`config.mk`:
```
export PLATFORM = sky130hd
export DESIGN_NAME = uart_tx_stim
export DESIGN_NICKNAME = d
export VERILOG_FILES = /design/src/rtl/uart_pkg.sv /design/src/rtl/uart_tx_fifo.sv /design/src/rtl/uart_tx_stim.sv
export SDC_FILE = /design/constraint.sdc
export NUM_CORES = 1
export LEC_CHECK = 0
export BUFFER_PORTS_ARGS = -buffer_cell sky130_fd_sc_hd__buf_2
export CAP_MARGIN = 20
export CORE_UTILIZATION = 28
export CTS_CLUSTER_SIZE = 20
export DETAILED_ROUTE_END_ITERATION = 8
export REMOVE_ABC_BUFFERS = 1
export SYNTH_ARGS = -nofsm -noshare
export SYNTH_HDL_FRONTEND = slang
export SYNTH_HIERARCHICAL = 1
export SYNTH_SLANG_ARGS = --single-unit
```
`constraint.sdc`:
```
create_clock -name clk -period 3.6 [get_ports clk]
set_input_delay 0.54 -clock clk [delete_from_list [all_inputs] [get_ports clk]]
set_output_delay 0.54 -clock clk [all_outputs]
set_load 0.01 [all_outputs]
```
`src/rtl/uart_pkg.sv`:
```
// uart_pkg: definitions shared by the UART transmitter and the matching receiver.
//   tx_state_e : transmitter FSM encoding (IDLE=0, START=1, DATA=2, STOP=3, PARITY=4)
//   DATA_BITS  : data bits per frame
//   STOP_BITS  : stop bits per frame
//   calc_div() : clock cycles per bit period, truncated
package uart_pkg;

  typedef enum logic [2:0] {
    ST_IDLE   = 3'd0,
    ST_START  = 3'd1,
    ST_DATA   = 3'd2,
    ST_STOP   = 3'd3,
    ST_PARITY = 3'd4
  } tx_state_e;

  localparam int DATA_BITS = 8;
  localparam int STOP_BITS = 1;

  function automatic int calc_div(input int clkFreqHz, input int baud);
    return clkFreqHz / baud;
  endfunction

endpackage

```
`src/rtl/uart_tx_fifo.sv`:
```
// uart_tx_fifo: synchronous FIFO with occupancy count, shared by the UART TX and RX.
// Ports:
//   clk     : clock, rising edge
//   rstn    : asynchronous active-low reset, clears pointers and level
//   push_i  : write data_i (ignored while full)
//   data_i  : write data
//   pop_i   : discard the head entry (ignored while empty)
//   data_o  : head entry, valid while empty_o is low
//   level_o : number of stored entries, 0..DEPTH
//   full_o  : level_o == DEPTH
//   empty_o : level_o == 0
// DEPTH must be a power of two so the pointers wrap by simple overflow.
module uart_tx_fifo #(
  parameter int DEPTH = 4,
  parameter int WIDTH = 8,
  localparam int AW = $clog2(DEPTH),
  localparam int LW = AW + 1
) (
  input  logic             clk,
  input  logic             rstn,
  input  logic             push_i,
  input  logic [WIDTH-1:0] data_i,
  input  logic             pop_i,
  output logic [WIDTH-1:0] data_o,
  output logic [LW-1:0]    level_o,
  output logic             full_o,
  output logic             empty_o
);

  if (DEPTH < 2 || (DEPTH & (DEPTH - 1)) != 0) begin : g_depth_check
    $error("uart_tx_fifo: DEPTH must be a power of two and at least 2");
  end

  logic [WIDTH-1:0] mem_q [DEPTH];
  logic [AW-1:0]    wrPtr_q;
  logic [AW-1:0]    rdPtr_q;
  logic [LW-1:0]    level_q;
  logic             doPush;
  logic             doPop;

  assign full_o  = (level_q == LW'(DEPTH));
  assign empty_o = (level_q == '0);
  assign doPush  = push_i & ~full_o;
  assign doPop   = pop_i & ~empty_o;
  assign data_o  = mem_q[rdPtr_q];
  assign level_o = level_q;

  // Storage needs no reset: an entry is only read after it was written.
  always_ff @(posedge clk) begin
    if (doPush) begin
      mem_q[wrPtr_q] <= data_i;
    end
  end

  // Pointers wrap naturally; a simultaneous push and pop leaves the level alone.
  always_ff @(posedge clk or negedge rstn) begin
    if (!rstn) begin
      wrPtr_q <= '0;
      rdPtr_q <= '0;
      level_q <= '0;
    end else begin
      if (doPush) wrPtr_q <= wrPtr_q + 1'b1;
      if (doPop)  rdPtr_q <= rdPtr_q + 1'b1;
      case ({doPush, doPop})
        2'b10:   level_q <= level_q + 1'b1;
        2'b01:   level_q <= level_q - 1'b1;
        default: level_q <= level_q;
      endcase
    end
  end

endmodule

```
`src/rtl/uart_tx_stim.sv`:
```
// uart_tx_stim: byte-oriented UART transmitter, 8N1 (8E1/8O1 with parity).
// Ports:
//   clk     : core clock, rising edge
//   rstn    : asynchronous active-low reset
//   i_data  : byte to send, sampled only on a handshake
//   i_valid : i_data valid
//   o_ready : FIFO can accept a byte (push on i_valid & o_ready)
//   o_tx    : serial line, idle high, registered
//   o_busy  : a frame is on the line or the FIFO holds data
//   o_level : FIFO occupancy
// Optional feature: define UART_TX_PARITY_EN to add a parity bit between the
// data and stop bits; parameter PARITY_ODD (only then) selects odd parity.
module uart_tx_stim
  import uart_pkg::*;
#(
  parameter int CLK_FREQ_HZ = 25000000,
  parameter int BAUD        = 115200,
  parameter int FIFO_DEPTH  = 4
`ifdef UART_TX_PARITY_EN
  ,
  parameter bit PARITY_ODD  = 1'b0
`endif
) (
  input  logic                        clk,
  input  logic                        rstn,
  input  logic [7:0]                  i_data,
  input  logic                        i_valid,
  output logic                        o_ready,
  output logic                        o_tx,
  output logic                        o_busy,
  output logic [$clog2(FIFO_DEPTH):0] o_level
);

  localparam int DIV = calc_div(CLK_FREQ_HZ, BAUD);
  localparam int CW  = (DIV < 2) ? 1 : $clog2(DIV);
  localparam int LW  = $clog2(FIFO_DEPTH) + 1;

  if (DIV < 2) begin : g_div_check
    $error("uart_tx_stim: CLK_FREQ_HZ/BAUD must be at least 2");
  end

  tx_state_e      state_q, state_d;
  logic [CW-1:0]  baudCnt_q, baudCnt_d;
  logic [2:0]     bitCnt_q, bitCnt_d;
  logic [7:0]     shift_q, shift_d;
  logic           tx_q, tx_d;
  logic           bitTick;
  logic           loadFrame;
  logic           fifoPop;
  logic [7:0]     fifoData;
  logic [LW-1:0]  fifoLevel;
  logic           fifoFull;
  logic           fifoEmpty;
`ifdef UART_TX_PARITY_EN
  logic           parity_q, parity_d;
`endif

  uart_tx_fifo #(
    .DEPTH (FIFO_DEPTH),
    .WIDTH (8)
  ) u_fifo (
    .clk     (clk),
    .rstn    (rstn),
    .push_i  (i_valid & ~fifoFull),
    .data_i  (i_data),
    .pop_i   (fifoPop),
    .data_o  (fifoData),
    .level_o (fifoLevel),
    .full_o  (fifoFull),
    .empty_o (fifoEmpty)
  );

  assign bitTick = (baudCnt_q == CW'(DIV - 1));
  assign o_ready = ~fifoFull;
  assign o_level = fifoLevel;
  assign o_busy  = (state_q != ST_IDLE) | ~fifoEmpty;
  assign o_tx    = tx_q;

  // Next-state logic. The line level is computed from the current state and
  // registered, so o_tx trails the state by one cycle but every bit still
  // lasts exactly DIV cycles. Loading a frame (from IDLE or at the end of a
  // stop bit) is shared so back-to-back frames have no idle gap.
  always_comb begin
    state_d   = state_q;
    baudCnt_d = bitTick ? '0 : baudCnt_q + 1'b1;
    bitCnt_d  = bitCnt_q;
    shift_d   = shift_q;
    tx_d      = 1'b1;
    loadFrame = 1'b0;
    fifoPop   = 1'b0;
`ifdef UART_TX_PARITY_EN
    parity_d  = parity_q;
`endif

    case (state_q)
      ST_IDLE: begin
        baudCnt_d = '0;
        if (!fifoEmpty) loadFrame = 1'b1;
      end
      ST_START: begin
        tx_d = 1'b0;
        if (bitTick) state_d = ST_DATA;
      end
      ST_DATA: begin
        tx_d = shift_q[0];
        if (bitTick) begin
          shift_d = {1'b0, shift_q[7:1]};
          if (bitCnt_q == 3'(DATA_BITS - 1)) begin
`ifdef UART_TX_PARITY_EN
            state_d = ST_PARITY;
`else
            state_d = ST_STOP;
`endif
          end else begin
            bitCnt_d = bitCnt_q + 1'b1;
          end
        end
      end
`ifdef UART_TX_PARITY_EN
      ST_PARITY: begin
        tx_d = parity_q;
        if (bitTick) state_d = ST_STOP;
      end
`endif
      ST_STOP: begin
        tx_d = 1'b1;
        if (bitTick) begin
          if (!fifoEmpty) loadFrame = 1'b1;
          else            state_d   = ST_IDLE;
        end
      end
      default: begin
        state_d = ST_IDLE;
      end
    endcase

    if (loadFrame) begin
      fifoPop   = 1'b1;
      shift_d   = fifoData;
      bitCnt_d  = '0;
      baudCnt_d = '0;
      state_d   = ST_START;
`ifdef UART_TX_PARITY_EN
      parity_d  = (^fifoData) ^ PARITY_ODD;
`endif
    end
  end

  // State and datapath registers; reset forces the line high at once.
  always_ff @(posedge clk or negedge rstn) begin
    if (!rstn) begin
      state_q   <= ST_IDLE;
      baudCnt_q <= '0;
      bitCnt_q  <= '0;
      shift_q   <= '0;
      tx_q      <= 1'b1;
`ifdef UART_TX_PARITY_EN
      parity_q  <= 1'b0;
`endif
    end else begin
      state_q   <= state_d;
      baudCnt_q <= baudCnt_d;
      bitCnt_q  <= bitCnt_d;
      shift_q   <= shift_d;
      tx_q      <= tx_d;
`ifdef UART_TX_PARITY_EN
      parity_q  <= parity_d;
`endif
    end
  end

endmodule

```
==> flow_summary.json <==
{
  "num_vias": 1623,
  "area_growth_pct": 14.9,
  "status": "completed",
  "synthFlopType": "edfxtp_1",
  "antenna_found_initial": 0,
  "ir_drop_v": 0.000337,
  "netlist_top_cells_area": "edfxtp_1 33%, dfrtp_1 24%, mux4_2 6.3%",
  "syn_avg_cell_area_sq_um": 14.0,
  "nets": 251,
  "slew_headroom_pct": 56.6,
  "p_leak_uw": 0.00135,
  "crit_arrival_ns": 3.23,
  "drt_wl_total_microns": 4820,
  "drtIter0Drc": 66,
  "final_antenna_net_count": 0,
  "cts_setup_buffers": 0,
  "crit_family": "adder cells",
  "cts_resized": 0,
  "fillers": 967,
  "dieHeight_microns": 103,
  "r2r-end": "u_fifo/level_o[2]",
  "synth_top_area_share_pct": 33.5,
  "rsz0062_at_grt": "false",
  "grt_usage_pct": 10.6,
  "drive_gt1_share_pct": 25.7,
  "drv_slew": 0,
  "cts_tree": "done",
  "synthArstFlopShare_pct": 47.5,
  "period_needed_ns": 2.97,
  "yosysMostFrequentCell": "edfxtp_1",
  "first_pass_iters": 4,
  "crit_fanout": 9,
  "port_buffers": 16,
  "htree_levels": 3,
  "vias_per_cell": 4.47,
  "ys_warn_count": 6,
  "clock_path_buffers": 2,
  "fmaxAchievable_mhz": 337,
  "ios": 17,
  "tns_ns": 0,
  "grt_pass1_wl_microns": 8270,
  "fin_skew_ns": 0.00687,
  "yosys_register_bits": 61,
  "startpoint_type": "flop",
  "worstMarginPinSlew_ns": 0.652,
  "clk_pin_slew_ns": 0.06,
  "synthDistinctLibCells": 44,
  "fin_cells": 363,
  "first_global_vias": 1682,
  "hold_class": "in2async",
  "fin_crit_sh_pct": 82.5,
  "synthTopCellsByCount": "32 x edfxtp_1, 28 x dfrtp_1, 21 x inv_1",
  "yosysSeqAreaShare_pct": 58.8,
  "reg2reg_depth": 11,
  "dieWidth_microns": 103,
  "grt_max_degree": 30,
  "synth_edf_count": 32,
  "insertion_delay_ns": 0.33,
  "cts_buffers": 9,
  "p_per_area_nw_per_um2": 834,
  "crit_path_max_incr_delay_ns": 0.40,
  "grt_overflow_total": 0,
  "drcViolationCount": 0,
  "die-area_sq_um": 10700,
  "cp-end-kind": "flop",
  "num_rows": 36,
  "cp_cell_sequence": "inv_1 > ha_1 > or2_2 > nor2_1 > o31a_2 > ha_1 > inv_1 > fa_1 > xor2_1 > nor2_1 > xor2_1",
  "dp_hpwl_microns": 3320,
  "timing.rr.start": "state_q[0]",
  "regToRegSetupSlack_ns": 0.63,
  "hold_viol_final": 0,
  "crit_buf_inv": 2,
  "gp_congestion": 0.746,
  "antenna_cells": 0,
  "placedCellCount": 348,
  "post_drt_wl_per_cell_microns": 13.3,
  "clock-sinks": 61,
  "start_util_pct": 29.1,
  "finalSetupViolations": 0,
  "crit_path_top_delay_cell": "dfrtp_1",
  "synth_cells": 205,
  "cts_root_buf": "clkbuf_8",
  "netlist_area_sq_um": 2870,
  "cap_violations": 0,
  "cp.required_ns": 3.86,
  "crit_type": "reg2reg",
  "yosys.area.top_type": "edfxtp_1",
  "cts.hold.buffers_added": 0,
  "core_area_sq_um": 9860
}
## cells in the final DEF, fill, tap and decap left out, drive strengths merged, types with 2 or more instances in the layout
master,synthesis,layout
and3,4,4
nor2,15,15
and2,5,5
or2,2,2
nor3,3,3
xnor2,7,7
edfxtp,32,32
nand2,10,10
o32ai,7,7
mux4,8,8
buf,3,16
o21ai,2,2
nand3,2,2
ha,13,13
bufinv,0,2
mux2,8,8
mux2i,4,4
clkbuf,3,10
inv,21,21
xor2,6,6
clkinv,0,3
nor2b,4,4
dfrtp,28,28
or3b,2,2
## cell families after synthesis
kind of cell	count (synthesis)	share of synthesized area, %
AOI/OAI and AO/OA	16	5.19
xor gates and xnor gates	13	3.97
adders and majority gates	14	6.36
buffers and inverters	27	3.57
DFF	61	58.8
muxes	20	10.9
and+or+nand+nor	54	11.2
## stage by stage
stage,setup slack (ns),hold WS [ns],power (uW),instance area [sq um],util [%]
6_report,0.628,0.234,2750,3300,33.4
5_1_grt,0.377,0.290,2960,3300,33.4
4_1_cts,0.635,0.255,2780,3300,33.4
3_5_place_dp,0.661,0.470,2140,3090,31.4
3_3_place_gp,0.786,0.467,2120,3090,31.4
2_1_floorplan,0.988,0.244,1870,2850,-
## final cells by class
cell class	instances	area (sq um)	area share [%]
multi-input combinational	117	1080	32.8
sequential	61	1690	51.2
inverter	21	78.8	2.39
timing repair buffer	16	80.1	2.43
tap	133	166	5.05
clock buffer	10	128	3.87
clock inverter	5	76.3	2.31
## flip-flops by register name, summed over array words and instances, names as in the netlist
name	cells
u_fifo/mem_q	32
o_tx	1
u_fifo/level_o	3
bitCnt_q	3
u_fifo/wrPtr_q	2
u_fifo/rdPtr_q	2
shift_q	8
state_q	2
baudCnt_q	8
## worst max path at each step
stage	endpoint	start	depth (start not counted)	slack, ns
2_1_floorplan	u_fifo/level_o[2]	state_q[0]	11	0.99
3_3_place_gp	u_fifo/level_o[2]	state_q[0]	11	0.79
3_5_place_dp	u_fifo/level_o[2]	state_q[0]	11	0.66
4_1_cts	u_fifo/level_o[2]	state_q[0]	11	0.63
5_1_grt	u_fifo/level_o[2]	state_q[0]	11	0.38
6_report	u_fifo/level_o[2]	state_q[0]	11	0.63
## where the power goes
part / total (uW) / internal, uW / switching (uW)
Sequential: 1110 / 949 / 162
Clock: 632 / 383 / 250
Combinational: 1010 / 487 / 519
Total: 2750 / 1820 / 931
## routing by layer
metal	up-vias	track usage, %	part of all wire (%)
met5	-	0	0
met4	0	7.15	2.7
met3	12	2.02	3.3
met2	28	15.7	45
met1	811	14.2	49
li1	772	-	-
No activity file was read; power rests on OpenSTA's default activity.
